$ cat config.mk
export PLATFORM = sky130hd
export DESIGN_NAME = nic_buffered
export DESIGN_NICKNAME = d
export VERILOG_FILES = /design/src/rtl/nic_buffered.sv
export SDC_FILE = /design/constraint.sdc
export NUM_CORES = 1
export LEC_CHECK = 0
export BUFFER_PORTS_ARGS = -buffer_cell sky130_fd_sc_hd__buf_2
export CAP_MARGIN = 20
export CORE_ASPECT_RATIO = 2
export CORE_MARGIN = 8
export CORE_UTILIZATION = 52
export CTS_CLUSTER_DIAMETER = 80
export DETAILED_ROUTE_END_ITERATION = 10
export PLACE_DENSITY = 0.74
export SETUP_SLACK_MARGIN = 0.3
export SLEW_MARGIN = 20
export SYNTH_ARGS = -nofsm -noshare
export SYNTH_HDL_FRONTEND = slang
export SYNTH_SLANG_ARGS = --single-unit
export TNS_END_PERCENT = 50
$ cat constraint.sdc
create_clock -name clk -period 3.3 [get_ports clk]
set_input_delay 0.66 -clock clk [delete_from_list [all_inputs] [get_ports clk]]
set_output_delay 0.66 -clock clk [all_outputs]
set_load 0.02 [all_outputs]
$ cat src/rtl/nic_buffered.sv
// Buffered network interface: a DEPTH-entry FIFO on each of the router input and output
// channels, plus a processor register window for data and status access.
module nic_buffered #(
    parameter int unsigned DATA_W = 64,
    parameter int unsigned DEPTH  = 4
) (
    input  logic              clk,
    input  logic              reset,
    input  logic [1:0]        addr,
    input  logic [DATA_W-1:0] d_in,
    output logic [DATA_W-1:0] d_out,
    input  logic              nicEn,
    input  logic              nicEnWr,
    input  logic              net_si,
    output logic              net_ri,
    input  logic [DATA_W-1:0] net_di,
    output logic              net_so,
    input  logic              net_ro,
    output logic [DATA_W-1:0] net_do,
    input  logic              net_polarity
);
    localparam int unsigned AW = $clog2(DEPTH);
    localparam int unsigned CW = AW + 1;

    // Packet bit 0 is the MSB, i.e. vector bit DATA_W-1; packet bit DATA_W-1 is vector bit 0.
    localparam int unsigned PKT_BIT0 = DATA_W - 1;

    logic [DATA_W-1:0] in_mem_q  [DEPTH];
    logic [DATA_W-1:0] out_mem_q [DEPTH];

    logic [AW-1:0] in_wp_q, in_wp_d, in_rp_q, in_rp_d;
    logic [AW-1:0] out_wp_q, out_wp_d, out_rp_q, out_rp_d;
    logic [CW-1:0] in_cnt_q, in_cnt_d, out_cnt_q, out_cnt_d;
    logic          drop_q, drop_d;

    logic rd_c, wr_c;
    logic in_full_c, in_empty_c, out_full_c, out_empty_c;
    logic in_push_c, in_pop_c, out_push_c, out_pop_c, drop_c;
    logic [DATA_W-1:0] in_head_c, out_head_c;
    logic [DATA_W-1:0] in_status_c, out_status_c;

    // Access decode, FIFO control and all combinational outputs.
    always_comb begin
        rd_c        = nicEn & ~nicEnWr;
        wr_c        = nicEn & nicEnWr;
        in_full_c   = (in_cnt_q == CW'(DEPTH));
        in_empty_c  = (in_cnt_q == '0);
        out_full_c  = (out_cnt_q == CW'(DEPTH));
        out_empty_c = (out_cnt_q == '0);
        in_head_c   = in_mem_q[in_rp_q];
        out_head_c  = out_mem_q[out_rp_q];

        net_ri     = ~in_full_c;
        in_push_c  = net_si & ~in_full_c;
        in_pop_c   = rd_c & (addr == 2'b00) & ~in_empty_c;
        out_push_c = wr_c & (addr == 2'b10) & ~out_full_c;
        drop_c     = wr_c & (addr == 2'b10) & out_full_c;
        net_so     = ~out_empty_c & net_ro & (out_head_c[PKT_BIT0] == net_polarity);
        out_pop_c  = net_so;
        net_do     = out_empty_c ? '0 : out_head_c;

        in_status_c                 = '0;
        in_status_c[DATA_W-1 -: 32] = 32'(in_cnt_q);
        in_status_c[0]              = ~in_empty_c;
        out_status_c                 = '0;
        out_status_c[DATA_W-1 -: 32] = 32'(out_cnt_q);
        out_status_c[0]              = out_full_c;
        out_status_c[1]              = drop_q;

        d_out = '0;
        if (rd_c) begin
            case (addr)
                2'b00:   d_out = in_empty_c ? '0 : in_head_c;
                2'b01:   d_out = in_status_c;
                2'b11:   d_out = out_status_c;
                default: d_out = '0;
            endcase
        end

        in_wp_d  = in_push_c  ? in_wp_q  + AW'(1) : in_wp_q;
        in_rp_d  = in_pop_c   ? in_rp_q  + AW'(1) : in_rp_q;
        out_wp_d = out_push_c ? out_wp_q + AW'(1) : out_wp_q;
        out_rp_d = out_pop_c  ? out_rp_q + AW'(1) : out_rp_q;

        in_cnt_d = in_cnt_q;
        if (in_push_c && !in_pop_c)      in_cnt_d = in_cnt_q + CW'(1);
        else if (!in_push_c && in_pop_c) in_cnt_d = in_cnt_q - CW'(1);

        out_cnt_d = out_cnt_q;
        if (out_push_c && !out_pop_c)      out_cnt_d = out_cnt_q + CW'(1);
        else if (!out_push_c && out_pop_c) out_cnt_d = out_cnt_q - CW'(1);

        // A drop on the same edge as a status read keeps the flag set.
        drop_d = drop_q;
        if (drop_c)                         drop_d = 1'b1;
        else if (rd_c && addr == 2'b11)     drop_d = 1'b0;
    end

    always_ff @(posedge clk) begin
        if (reset) begin
            in_wp_q   <= '0;
            in_rp_q   <= '0;
            in_cnt_q  <= '0;
            out_wp_q  <= '0;
            out_rp_q  <= '0;
            out_cnt_q <= '0;
            drop_q    <= 1'b0;
        end else begin
            in_wp_q   <= in_wp_d;
            in_rp_q   <= in_rp_d;
            in_cnt_q  <= in_cnt_d;
            out_wp_q  <= out_wp_d;
            out_rp_q  <= out_rp_d;
            out_cnt_q <= out_cnt_d;
            drop_q    <= drop_d;
        end
    end

    // Packet storage; contents are not cleared by reset.
    always_ff @(posedge clk) begin
        if (!reset && in_push_c)  in_mem_q[in_wp_q]   <= net_di;
        if (!reset && out_push_c) out_mem_q[out_wp_q] <= d_in;
    end

endmodule

## After elaboration in Yosys (flattened, before gate mapping)

Memory sizes are Yosys's and may differ from the RTL's. A register that Yosys moved wholly into a read port is not among the register bits.
Cells that the tools add are included.

- $add $sub $neg: 8
- Eq/ne operators: 6
- Mux-type cells: 18
- Bitwise operators: 15
- Reduce and logical (&&, ||, !) cells: 18

Operators with widths:

| operator | number |
|---|---|
| two-way mux 64 bit | 3 |
| one-hot mux 64 bit (3 select lines) | 1 |
| two-way mux 3 bit | 4 |
| bitwise AND 1 bit | 10 |
| adder 2 x 1 -> 2 bit (second input constant) | 4 |
| two-way mux 2 bit | 4 |
| logical AND 1 bit | 7 |
| adder 3 x 1 -> 3 bit (second input constant) | 2 |
| equality test 3 bit (second input constant) | 2 |
| logical NOT 3 bit | 2 |
| two-way mux 1 bit | 6 |
| nonzero test 2 bit | 3 |
| subtractor 3 x 1 -> 3 bit (second input constant) | 2 |
| logical NOT 1 bit | 5 |
| NOT 1 bit | 5 |
| equality test 2 bit (second input constant) | 2 |
| equality test 2 x 1 -> 1 bit (second input constant) | 1 |
| logical NOT 2 bit | 1 |
| equality test 1 bit | 1 |

- Bits in registers: 15
- RAM bits: 512
- Output and inout bits: 130
- Memories kept: 2

Memories:

| memory | words | bits a word | read ports | clocked after Yosys merged registers in | wr ports | line | source |
|---|---|---|---|---|---|---|---|
| in_mem_q | 4 | 64 | 1 | 1 | 1 | 28 | `logic [DATA_W-1:0] in_mem_q [DEPTH];` |
| out_mem_q | 4 | 64 | 1 | 1 | 1 | 29 | `logic [DATA_W-1:0] out_mem_q [DEPTH];` |

## Longest topological paths before layout

Gate-level depths: netlist of the first run.

- Depth in word-level cells: 7
- Depth in mapped cells: 12

## Worst setup path after synthesis of the first run

OpenSTA, ideal clock, no wires.

- Kind: input to register
- Start point: input port addr[0]
- End point: memory out_mem_q[0][0] (enable)
- Arrival: 3.093 ns
- Data required time: 2.871 ns
- Slack: -0.222 ns
- Stages on the path: 5
- Path buffers: 1
- Cell sequence: buf_2 > and4b_1 > nor2b_1 > nor2b_1 > and2_1

- Word-level cells in the longest chain between the ends: 6

RTL lines:

| element | line | source |
|---|---|---|
| start, declared | 9 | `input logic [1:0] addr,` |
| equality test 2 bit | 56 | `out_push_c = wr_c & (addr == 2'b10) & ~out_full_c;` |
| bitwise AND 1 bit (2 in a row) | 56 |  |
| logical AND 1 bit | 122 | `if (!reset && out_push_c) out_mem_q[out_wp_q] <= d_in;` |
| two-way mux 1 bit | 122 |  |
| two-way mux 1 bit (not written as such) | 122 |  |
| end, declared | 29 |  |

No other way between the ends.

## Worst setup path after layout of the first run

- Start point: register out_cnt_q[0]
- End point: output port net_do[48]

- Word-level cells in the longest chain between the ends: 2

RTL lines:

| element | line | source |
|---|---|---|
| start, declared | 33 | `logic [CW-1:0] in_cnt_q, in_cnt_d, out_cnt_q, out_cnt_d;` |
| start signal, assigned | 114 | `out_cnt_q <= out_cnt_d;` |
| logical NOT 3 bit | 49 | `out_empty_c = (out_cnt_q == '0);` |
| two-way mux 64 bit | 60 | `net_do = out_empty_c ? '0 : out_head_c;` |
| end, declared | 19 | `output logic [DATA_W-1:0] net_do,` |

No other way between the ends.

==> results of run 1 <==
worst max-delay path, cell delays in order, from the launching register on:
cell     delay [ns]
dfxtp_1        0.39
or3_2          0.53
buf_4          0.33
and2_1         0.27
buf_2          0.17
layer usage:
layer  up-vias  track usage, %  wire [um]
li1       4341               -          -
met1      4951            20.5      14900
met2       334            30.8      21400
met3        66            4.52       2990
met4         6            5.11        829
met5         -               0         45
power by group:
group / switching, mW / leakage [nW] / internal, mW
Combinational: 0.921 / 2.67 / 0.655
Clock: 2.30 / 0.751 / 3.24
Sequential: 0.0744 / 4.78 / 7.61
Total: 3.30 / 8.20 / 11.5
sequential cells by signal (all words and copies together), names as in the netlist, named ones only:
| signal | count |
|---|---|
| out_cnt_q | 3 |
| in_cnt_q | 3 |
| out_mem_q | 256 |
| in_rp_q | 2 |
| in_wp_q | 2 |
| drop_q | 1 |
| out_wp_q | 2 |
| out_rp_q | 2 |
| in_mem_q | 256 |
area by class of cell:
class                      instances  area share (%)
sequential                       531            65.4
multi-input combinational        343            18.1
timing repair buffer             290            7.16
clock buffer                      54            4.98
tap                              520            2.70
clock inverter                    29            1.49
inverter                           9           0.140
antenna                            8          0.0830
path summary, 6_finish.rpt:
| check | slack (ns) | cells after the start | start | endpoint |
|---|---|---|---|---|
| hold reg to reg | 0.48 | 2 | in_rp_q[1] | flip-flop |
| setup / recovery | 0.38 | 4 | out_cnt_q[0] | net_do[48] |
| setup reg to reg | 0.56 | 10 | flip-flop | out_cnt_q[2] |
| hold / removal | 0.32 | 1 | d_in[13] | out_mem_q[3][13] |
synthesized netlist by cell type (2+ instances only):
| library cell | n | area (sq um) |
|---|---|---|
| clkbuf_1 | 28 | 105 |
| mux2i_1 | 3 | 30.0 |
| xor2_1 | 4 | 35.0 |
| o21ai_0 | 4 | 20.0 |
| inv_1 | 9 | 33.8 |
| edfxtp_1 | 512 | 15400 |
| or3_1 | 4 | 25.0 |
| mux2_2 | 4 | 45.0 |
| buf_2 | 16 | 80.1 |
| nand2_1 | 4 | 15.0 |
| ha_1 | 10 | 125 |
| dfxtp_1 | 19 | 380 |
| xnor2_1 | 4 | 35.0 |
| a21oi_1 | 5 | 25.0 |
| nor3_1 | 2 | 10.0 |
| nor2_1 | 18 | 67.6 |
| a32oi_1 | 2 | 17.5 |
| fa_1 | 2 | 40.0 |
| and2_1 | 72 | 450 |
| nor2b_1 | 63 | 394 |
| mux2_1 | 2 | 22.5 |
| mux4_2 | 128 | 2880 |
| a22oi_1 | 3 | 22.5 |
| buf_6 | 2 | 22.5 |
repair_timing:
action                                 CTS  global route
resized for setup                        3             3
setup endpoints to repair               78            62
gates cloned                             1             0
setup buffers                            4             0
endpoints found under the hold margin    0             0
per-stage QoR:
stage / cells / power [mW] / utilization (%)
after floorplan: 930 / 8.81 / -
after global placement: 1688 / 9.38 / 58.0
after detailed placement: 1688 / 9.42 / 58.0
after CTS: 1776 / 15.0 / 62.3
after global routing: 1778 / 15.3 / 62.3
final: 1784 / 14.8 / 62.4
cells by family after synthesis:
logic type	after synthesis	share of synthesized area, %
fa+ha+maj	12	0.812
compound gates	14	0.418
mux	137	14.7
flops	531	77.5
xor+xnor	8	0.344
simple gates	172	5.09
buf+inv	56	1.22
layout by cell type, fill, tap and decap left out, types with 5 or more instances in the layout:
master / Yosys / routed
and2_1: 72 / 64
clkinv_2: 0 / 5
and2_4: 0 / 6
a21oi_1: 5 / 5
clkinv_1: 0 / 9
nor2b_1: 63 / 62
mux4_2: 128 / 128
ha_1: 10 / 10
buf_4: 1 / 7
buf_12: 0 / 13
inv_1: 9 / 9
edfxtp_1: 512 / 512
buf_2: 16 / 266
clkbuf_16: 0 / 47
bufinv_16: 0 / 8
clkbuf_1: 28 / 7
dfxtp_1: 19 / 13
nor2_1: 18 / 18
diode_2: 0 / 8
==> impl_metrics.py, run 1 <==
metrics = {
    "run_status": {
        "status": "completed",
    },
    "detailed_routing": {
        "drt-total-wl_mm": 40.2,
        "drc_errors": 0,
        "vias_per_cell": 5.44,
        "ant_nets": 0,
        "post_drt_wl_per_cell_um": 22.6,
        "vias": 9698,
        "drt_iter0_markers": 554,
        "drt_first_pass_iters": 4,
    },
    "floorplanning": {
        "start_util_pct": 52.6,
        "die_area_sq_mm": 0.0461,
        "num_rows": 102,
        "coreArea_sq_mm": 0.0387,
        "die_w_um": 156,
        "pin_count": 267,
        "die_y_um": 296,
    },
    "power_and_ir_drop": {
        "power.density_mw_per_mm2": 614,
        "leakage_nw": 8.20,
        "peakVddDrop_v": 0.000601,
    },
    "timing": {
        "hold_violations": 0,
        "fin_crit_ns": 2.92,
        "worst_pin_slew_ns": 0.619,
        "skew_ns": 0.0135,
        "final-setup-viol-count": 0,
        "setup_slack_ns": 0.376,
        "fmaxAchievable_ghz": 0.342,
        "slew_violations": 0,
        "rsz0062_at_grt": "yes",
        "finalSetupTns_ns": 0,
        "whs_ns": 0.323,
        "period_share_pct": 88.6,
        "slew_headroom_pct": 58.8,
    },
    "placed_design": {
        "placed_area_sq_mm": 0.0224,
        "port_buffers": 266,
        "gp_congestion": 0.729,
        "dp_slack_ns": 0.352,
        "hpwlAfterDp_mm": 25.1,
    },
    "critical_path": {
        "critPathKind": "flip-flop to primary output",
        "critPathArrivalTime_ns": 2.26,
        "crit_fanout": 65,
        "crit_path_start_kind": "flip-flop",
        "required_ns": 2.64,
        "endpoint_kind": "primary output",
    },
    "synthesis": {
        "ys_seq_area_share_pct": 77.5,
        "synth_edf_count": 512,
        "synth_nets": 1079,
        "ys_types": 34,
        "synthCells": 930,
        "synth.avg_cell_area_sq_um": 21.9,
        "synthArstFlopShare_pct": 0,
        "netlist_area_sq_mm": 0.0203,
        "synth-seq-cells": 531,
        "yosysWarningCount": 0,
        "synth-main-ff-cell": "edfxtp_1",
    },
    "layout": {
        "register_area_sq_mm": 0.0158,
        "multi_input_area_sq_mm": 0.00436,
        "layout-drive-gt1-share_pct": 40.5,
        "postLayoutCellArea_sq_mm": 0.0241,
        "syn_to_final_growth_pct": 18.6,
        "nFillCells": 2687,
        "layout.nets": 1369,
    },
    "global_route": {
        "grt_pass1_vias": 10400,
        "grt_max_degree": 66,
        "grt_pass1_wl_mm": 60.9,
        "grt.overflow.total": 0,
        "antenna_found_initial": 8,
        "grtUsageTotal_pct": 17.4,
    },
    "clock_network": {
        "cts_tree": "built",
        "hold_buffers": 0,
        "root_buffer": "clkbuf_16",
        "path_clk_slew_ns": 0.07,
        "worst_skew_pair.late_latency_ns": 0.55,
        "cts_buffer_depth": 3,
        "cts_max_level": 2,
        "clkSinkCount": 531,
        "cts_made_buffers": 45,
    },
    "run": {
        "drv_cap": 0,
    },
    "min_path": {
        "hp-class": "primary input to flip-flop",
    },
}
Note: power is estimated with default switching activity, not from simulation.
==> run 2: changes to the inputs <==
--- a/config.mk
+++ b/config.mk
@@ -7,5 +7,5 @@
 export LEC_CHECK = 0
 export BUFFER_PORTS_ARGS = -buffer_cell sky130_fd_sc_hd__buf_2
-export CAP_MARGIN = 20
+export CAP_MARGIN = 5
 export CORE_ASPECT_RATIO = 2
 export CORE_MARGIN = 8
==> constraint.sdc (replaced) <==
create_clock -name clk -period 3.3 [get_ports clk]
set_input_delay 0.66 -clock clk [delete_from_list [all_inputs] [get_ports clk]]
set_output_delay 0.66 -clock clk [all_outputs]
set_load 0.1 [all_outputs]
==> impl_metrics.py, run 2 (synthesized netlist as in run 1, its figures left out) <==
metrics = {
    "timing": {
        "period_share_pct": 89.8,
        "finalSetupTns_ns": 0,
        "final-setup-viol-count": 0,
        "fmaxAchievable_ghz": 0.337,
        "slew_headroom_pct": 63.3,
        "hold_violations": 0,
        "worst_pin_slew_ns": 0.551,
        "skew_ns": 0.0158,
        "slew_violations": 0,
        "rsz0062_at_grt": "yes",
        "fin_crit_ns": 2.96,
    },
    "clock_network": {
        "clkSinkCount": 531,
        "worst_skew_pair.late_latency_ns": 0.54,
        "cts_max_level": 2,
        "root_buffer": "clkbuf_16",
        "cts_tree": "built",
        "hold_buffers": 0,
        "cts_buffer_depth": 3,
        "cts_made_buffers": 45,
        "path_clk_slew_ns": 0.07,
    },
    "layout": {
        "mostFrequentLayoutCells": "edfxtp_1 (512), buf_2 (198), mux4_2 (128)",
        "fin_cells": 1790,
        "syn_to_final_growth_pct": 25.7,
        "layout-drive-gt1-share_pct": 45.9,
        "layout.nets": 1380,
        "final_common_cell": "edfxtp_1",
        "largestRegisters": "in_mem_q (256), out_mem_q (256)",
    },
    "run": {
        "drv_cap": 0,
    },
    "placed_design": {
        "hpwlAfterDp_mm": 26.3,
        "port_buffers": 266,
        "gp_congestion": 0.773,
        "dp_cells": 1691,
    },
    "global_route": {
        "grt.overflow.total": 0,
        "grt_max_degree": 66,
        "grt_pass1_wl_mm": 62.1,
        "antenna_found_initial": 7,
        "grt_pass1_vias": 10600,
        "grtUsageTotal_pct": 17.8,
    },
    "floorplanning": {
        "die_w_um": 156,
        "die_y_um": 296,
        "num_rows": 102,
        "die_area_sq_mm": 0.0461,
        "pin_count": 267,
        "coreArea_sq_mm": 0.0387,
        "start_util_pct": 52.6,
    },
    "detailed_routing": {
        "ant_nets": 0,
        "vias": 9890,
        "vias_per_cell": 5.53,
        "drt_iter0_markers": 438,
        "drt-total-wl_mm": 42.1,
        "drc_errors": 0,
        "drt_first_pass_iters": 4,
        "post_drt_wl_per_cell_um": 23.5,
    },
    "power_and_ir_drop": {
        "leakage_nw": 8.66,
        "peakVddDrop_v": 0.000583,
        "power.density_mw_per_mm2": 618,
    },
    "critical_path": {
        "critPathArrivalTime_ns": 2.30,
        "critPathKind": "flip-flop to primary output",
        "crit_fanout": 18,
        "required_ns": 2.64,
        "crit_path_start_kind": "flip-flop",
        "endpoint_kind": "primary output",
    },
    "min_path": {
        "hp-class": "primary input to flip-flop",
    },
    "run_status": {
        "status": "completed",
    },
}
-- run 2: final cells by class --
cell class	count	area [sq um]
Sequential cell	531	15800
Fill cell	2504	13100
Multi-Input combinational cell	344	4800
Timing Repair Buffer	300	2860
Clock buffer	54	1200
Tap cell	520	651
Clock inverter	29	231
Inverter	9	33.8
Antenna cell	3	7.51
-- run 2: final timing paths --
check,startpoint,endpoint,slack [ns],cells after the start
worst max-delay path,in_cnt_q[2],d_out[54],0.34,5
worst min-delay path,net_di[19],in_mem_q[0][19],0.32,1
worst max register to register,flip-flop,out_cnt_q[2],0.46,10
worst min register to register,drop_q,drop_q,0.50,2
-- run 2: critical path, stage by stage (launching register included) --
cell and delay [ns]:
dfxtp_1 0.39, nor3_1 0.12, or4_4 0.61, buf_16 0.23
nor2b_2 0.18, buf_12 0.19
-- run 2: metal layers --
layer	up-vias	wire length [um]	track usage, %
met3	66	3330	4.73
met2	353	22900	32.0
met5	-	44	0
li1	4355	-	-
met1	5110	15000	20.6
met4	6	864	5.14
-- run 2: stage by stage --
stage	util (%)	setup WS (ns)	cell area, sq um	power (mW)	hold slack, ns
after CTS	65.6	0.217	25400	15.9	0.290
after detailed placement	61.6	0.401	23800	10.8	0.494
after floorplan	-	0.00145	20800	10.1	0.454
final	66.1	0.336	25600	15.8	0.321
after global routing	66.1	0.258	25600	16.3	0.295
after global placement	61.6	0.420	23800	10.7	0.467
-- run 2: timing repair --
action                     CTS  global route
gates resized for setup     10            16
setup endpoints to repair  123            97
buffers inserted             2             4
gates cloned                 2             5
pin swaps                    0             1
-- run 2: report_power, final --
| group | switching [mW] | total (mW) | internal [mW] | leakage (nW) |
|---|---|---|---|---|
| logic | 2.18 | 3.01 | 0.824 | 3.18 |
| registers | 0.0818 | 7.69 | 7.61 | 4.78 |
| clock network | 2.32 | 5.10 | 2.79 | 0.689 |
==> run 3: changes to the inputs <==
CORE_UTILIZATION = 45   (was 52)
PLACE_DENSITY = 0.65   (was 0.74)
==> impl_metrics.py, run 3 (synthesized netlist as in run 1, its figures left out) <==
metrics = {
    "run_status": {
        "status": "completed",
    },
    "layout": {
        "multi_input_area_sq_mm": 0.00485,
        "nFillCells": 3333,
        "largestRegisters": "in_mem_q (256), out_mem_q (256)",
        "fin_util_pct": 57.7,
        "final_common_cell": "edfxtp_1",
        "syn_to_final_growth_pct": 27.3,
        "layout-drive-gt1-share_pct": 46.2,
        "register_area_sq_mm": 0.0158,
        "layout.nets": 1387,
        "mostFrequentLayoutCells": "edfxtp_1 (512), buf_2 (185), mux4_2 (128)",
    },
    "critical_path": {
        "reg2reg_slack_ns": 0.47,
        "r2r_end": "out_cnt_q[2]",
        "critPathTopFamily": "buffers and inverters",
        "endpoint_kind": "primary output",
        "reg2regPathDepth": 10,
        "crit_path_start_kind": "flip-flop",
        "path_cells": "buf_12, buf_4, mux4_2, a22oi_1, nor2_1, buf_6",
        "crit_fanout": 4,
        "crit_path_max_incr_delay_ns": 0.37,
        "crit_buf_inv": 3,
        "critPathArrivalTime_ns": 2.32,
        "required_ns": 2.64,
        "crit_path_top_delay_cell": "dfxtp_4",
        "critPathKind": "flip-flop to primary output",
    },
    "floorplanning": {
        "coreArea_sq_mm": 0.0449,
        "die_y_um": 317,
        "pin_count": 267,
        "num_rows": 110,
        "start_util_pct": 45.3,
        "die_area_sq_mm": 0.0527,
        "die_w_um": 166,
    },
    "clock_network": {
        "cts_tree": "built",
        "worst_skew_pair.late_latency_ns": 0.56,
        "cts_buffer_depth": 3,
        "clkSinkCount": 531,
        "cts_made_buffers": 45,
        "path_clk_slew_ns": 0.07,
        "hold_buffers": 0,
        "root_buffer": "clkbuf_16",
        "cts_max_level": 2,
    },
    "global_route": {
        "grt_max_degree": 66,
        "grt_pass1_wl_mm": 66.0,
        "grt.overflow.total": 0,
        "grtUsageTotal_pct": 16.5,
        "antenna_found_initial": 12,
        "grt_pass1_vias": 10700,
    },
    "power_and_ir_drop": {
        "power.density_mw_per_mm2": 624,
        "peakVddDrop_v": 0.000448,
        "total_power_mw": 16.2,
        "leakage_nw": 8.77,
    },
    "timing": {
        "period_share_pct": 90.2,
        "rsz0062_at_grt": "yes",
        "worst_pin_slew_ns": 0.540,
        "hold_violations": 0,
        "skew_ns": 0.0217,
        "slew_violations": 0,
        "finalSetupTns_ns": 0,
        "fin_crit_ns": 2.98,
        "fmaxAchievable_ghz": 0.336,
        "setup_slack_ns": 0.325,
        "slew_headroom_pct": 64.3,
        "final-setup-viol-count": 0,
    },
    "detailed_routing": {
        "post_drt_wl_per_cell_um": 24.0,
        "drt_first_pass_iters": 4,
        "vias": 9843,
        "drt-total-wl_mm": 44.1,
        "drt_iter0_markers": 504,
        "ant_nets": 0,
        "vias_per_cell": 5.35,
        "drc_errors": 0,
    },
    "placed_design": {
        "gp_congestion": 0.729,
        "hpwlAfterDp_mm": 26.7,
        "port_buffers": 266,
        "dp_slack_ns": 0.328,
    },
    "min_path": {
        "min_path_cells": 1,
        "hp-class": "primary input to flip-flop",
        "hold_end": "out_mem_q[3][6]",
        "hold_start": "d_in[6]",
    },
    "run": {
        "drv_cap": 0,
    },
}
-- run 3: cell types whose count changed in the layout (fill, tap and decap cells not counted), moves of 3 or more --
cell,change
clkinv_2,-5
buf_6,+3
and2_4,+4
buf_4,+18
dfxtp_4,+4
clkinv_1,+5
buf_12,+3
clkbuf_4,-4
dfxtp_2,-3
and2_2,-4
bufinv_16,+4
buf_2,-13
clkinvlp_4,-4
-- run 3: power by group --
group,switching (mW),internal [mW],total [mW],leakage [nW]
sequential,0.0748,7.61,7.69,4.79
clock,2.31,3.08,5.38,0.722
combinational,2.23,0.866,3.10,3.27
total,4.61,11.6,16.2,8.77
-- run 3: cell type report --
cell class / count / area share [%]
Antenna cell: 5 / 0.0483
Clock buffer: 56 / 4.67
Clock inverter: 27 / 1.09
Inverter: 9 / 0.130
Multi-Input combinational cell: 344 / 18.7
Sequential cell: 531 / 60.9
Tap cell: 560 / 2.71
Timing Repair Buffer: 307 / 11.7
-- run 3: how the worst max path moves through the flow --
stage,startpoint,end,slack [ns],depth (start not counted)
6_report,flip-flop,d_out[34],0.32,6
3_3_place_gp,nicEnWr,d_out[9],0.36,6
3_5_place_dp,addr[1],out_cnt_q[2],0.33,9
5_1_grt,flip-flop,d_out[34],0.25,6
2_1_floorplan,addr[0],d_out[54],0.001,5
4_1_cts,flip-flop,d_out[0],0.20,5
-- run 3: per-layer routing --
metal  vias up  routed length, um  global-route usage (%)
li1       4384                  -                       -
met2       309              22800                    28.7
met4        12               1010                    5.22
met3        72               3130                    4.71
met5         -                 68                       0
met1      5066              17100                    19.5
-- run 3: what timing repair did --
action,CTS,global route
cloned,4,5
buffers inserted,3,10
pin swaps,0,2
endpoints found under the setup margin,112,103
resized for setup,30,26
endpoints found under the hold margin,0,0
-- run 3: through the flow --
step	std cells	hold WS, ns	cell area (sq um)
after floorplan	930	0.454	20800
after global placement	1729	0.462	23800
after CTS	1819	0.271	25600
after global routing	1835	0.287	25900
final	1839	0.313	25900
after detailed placement	1729	0.491	23800
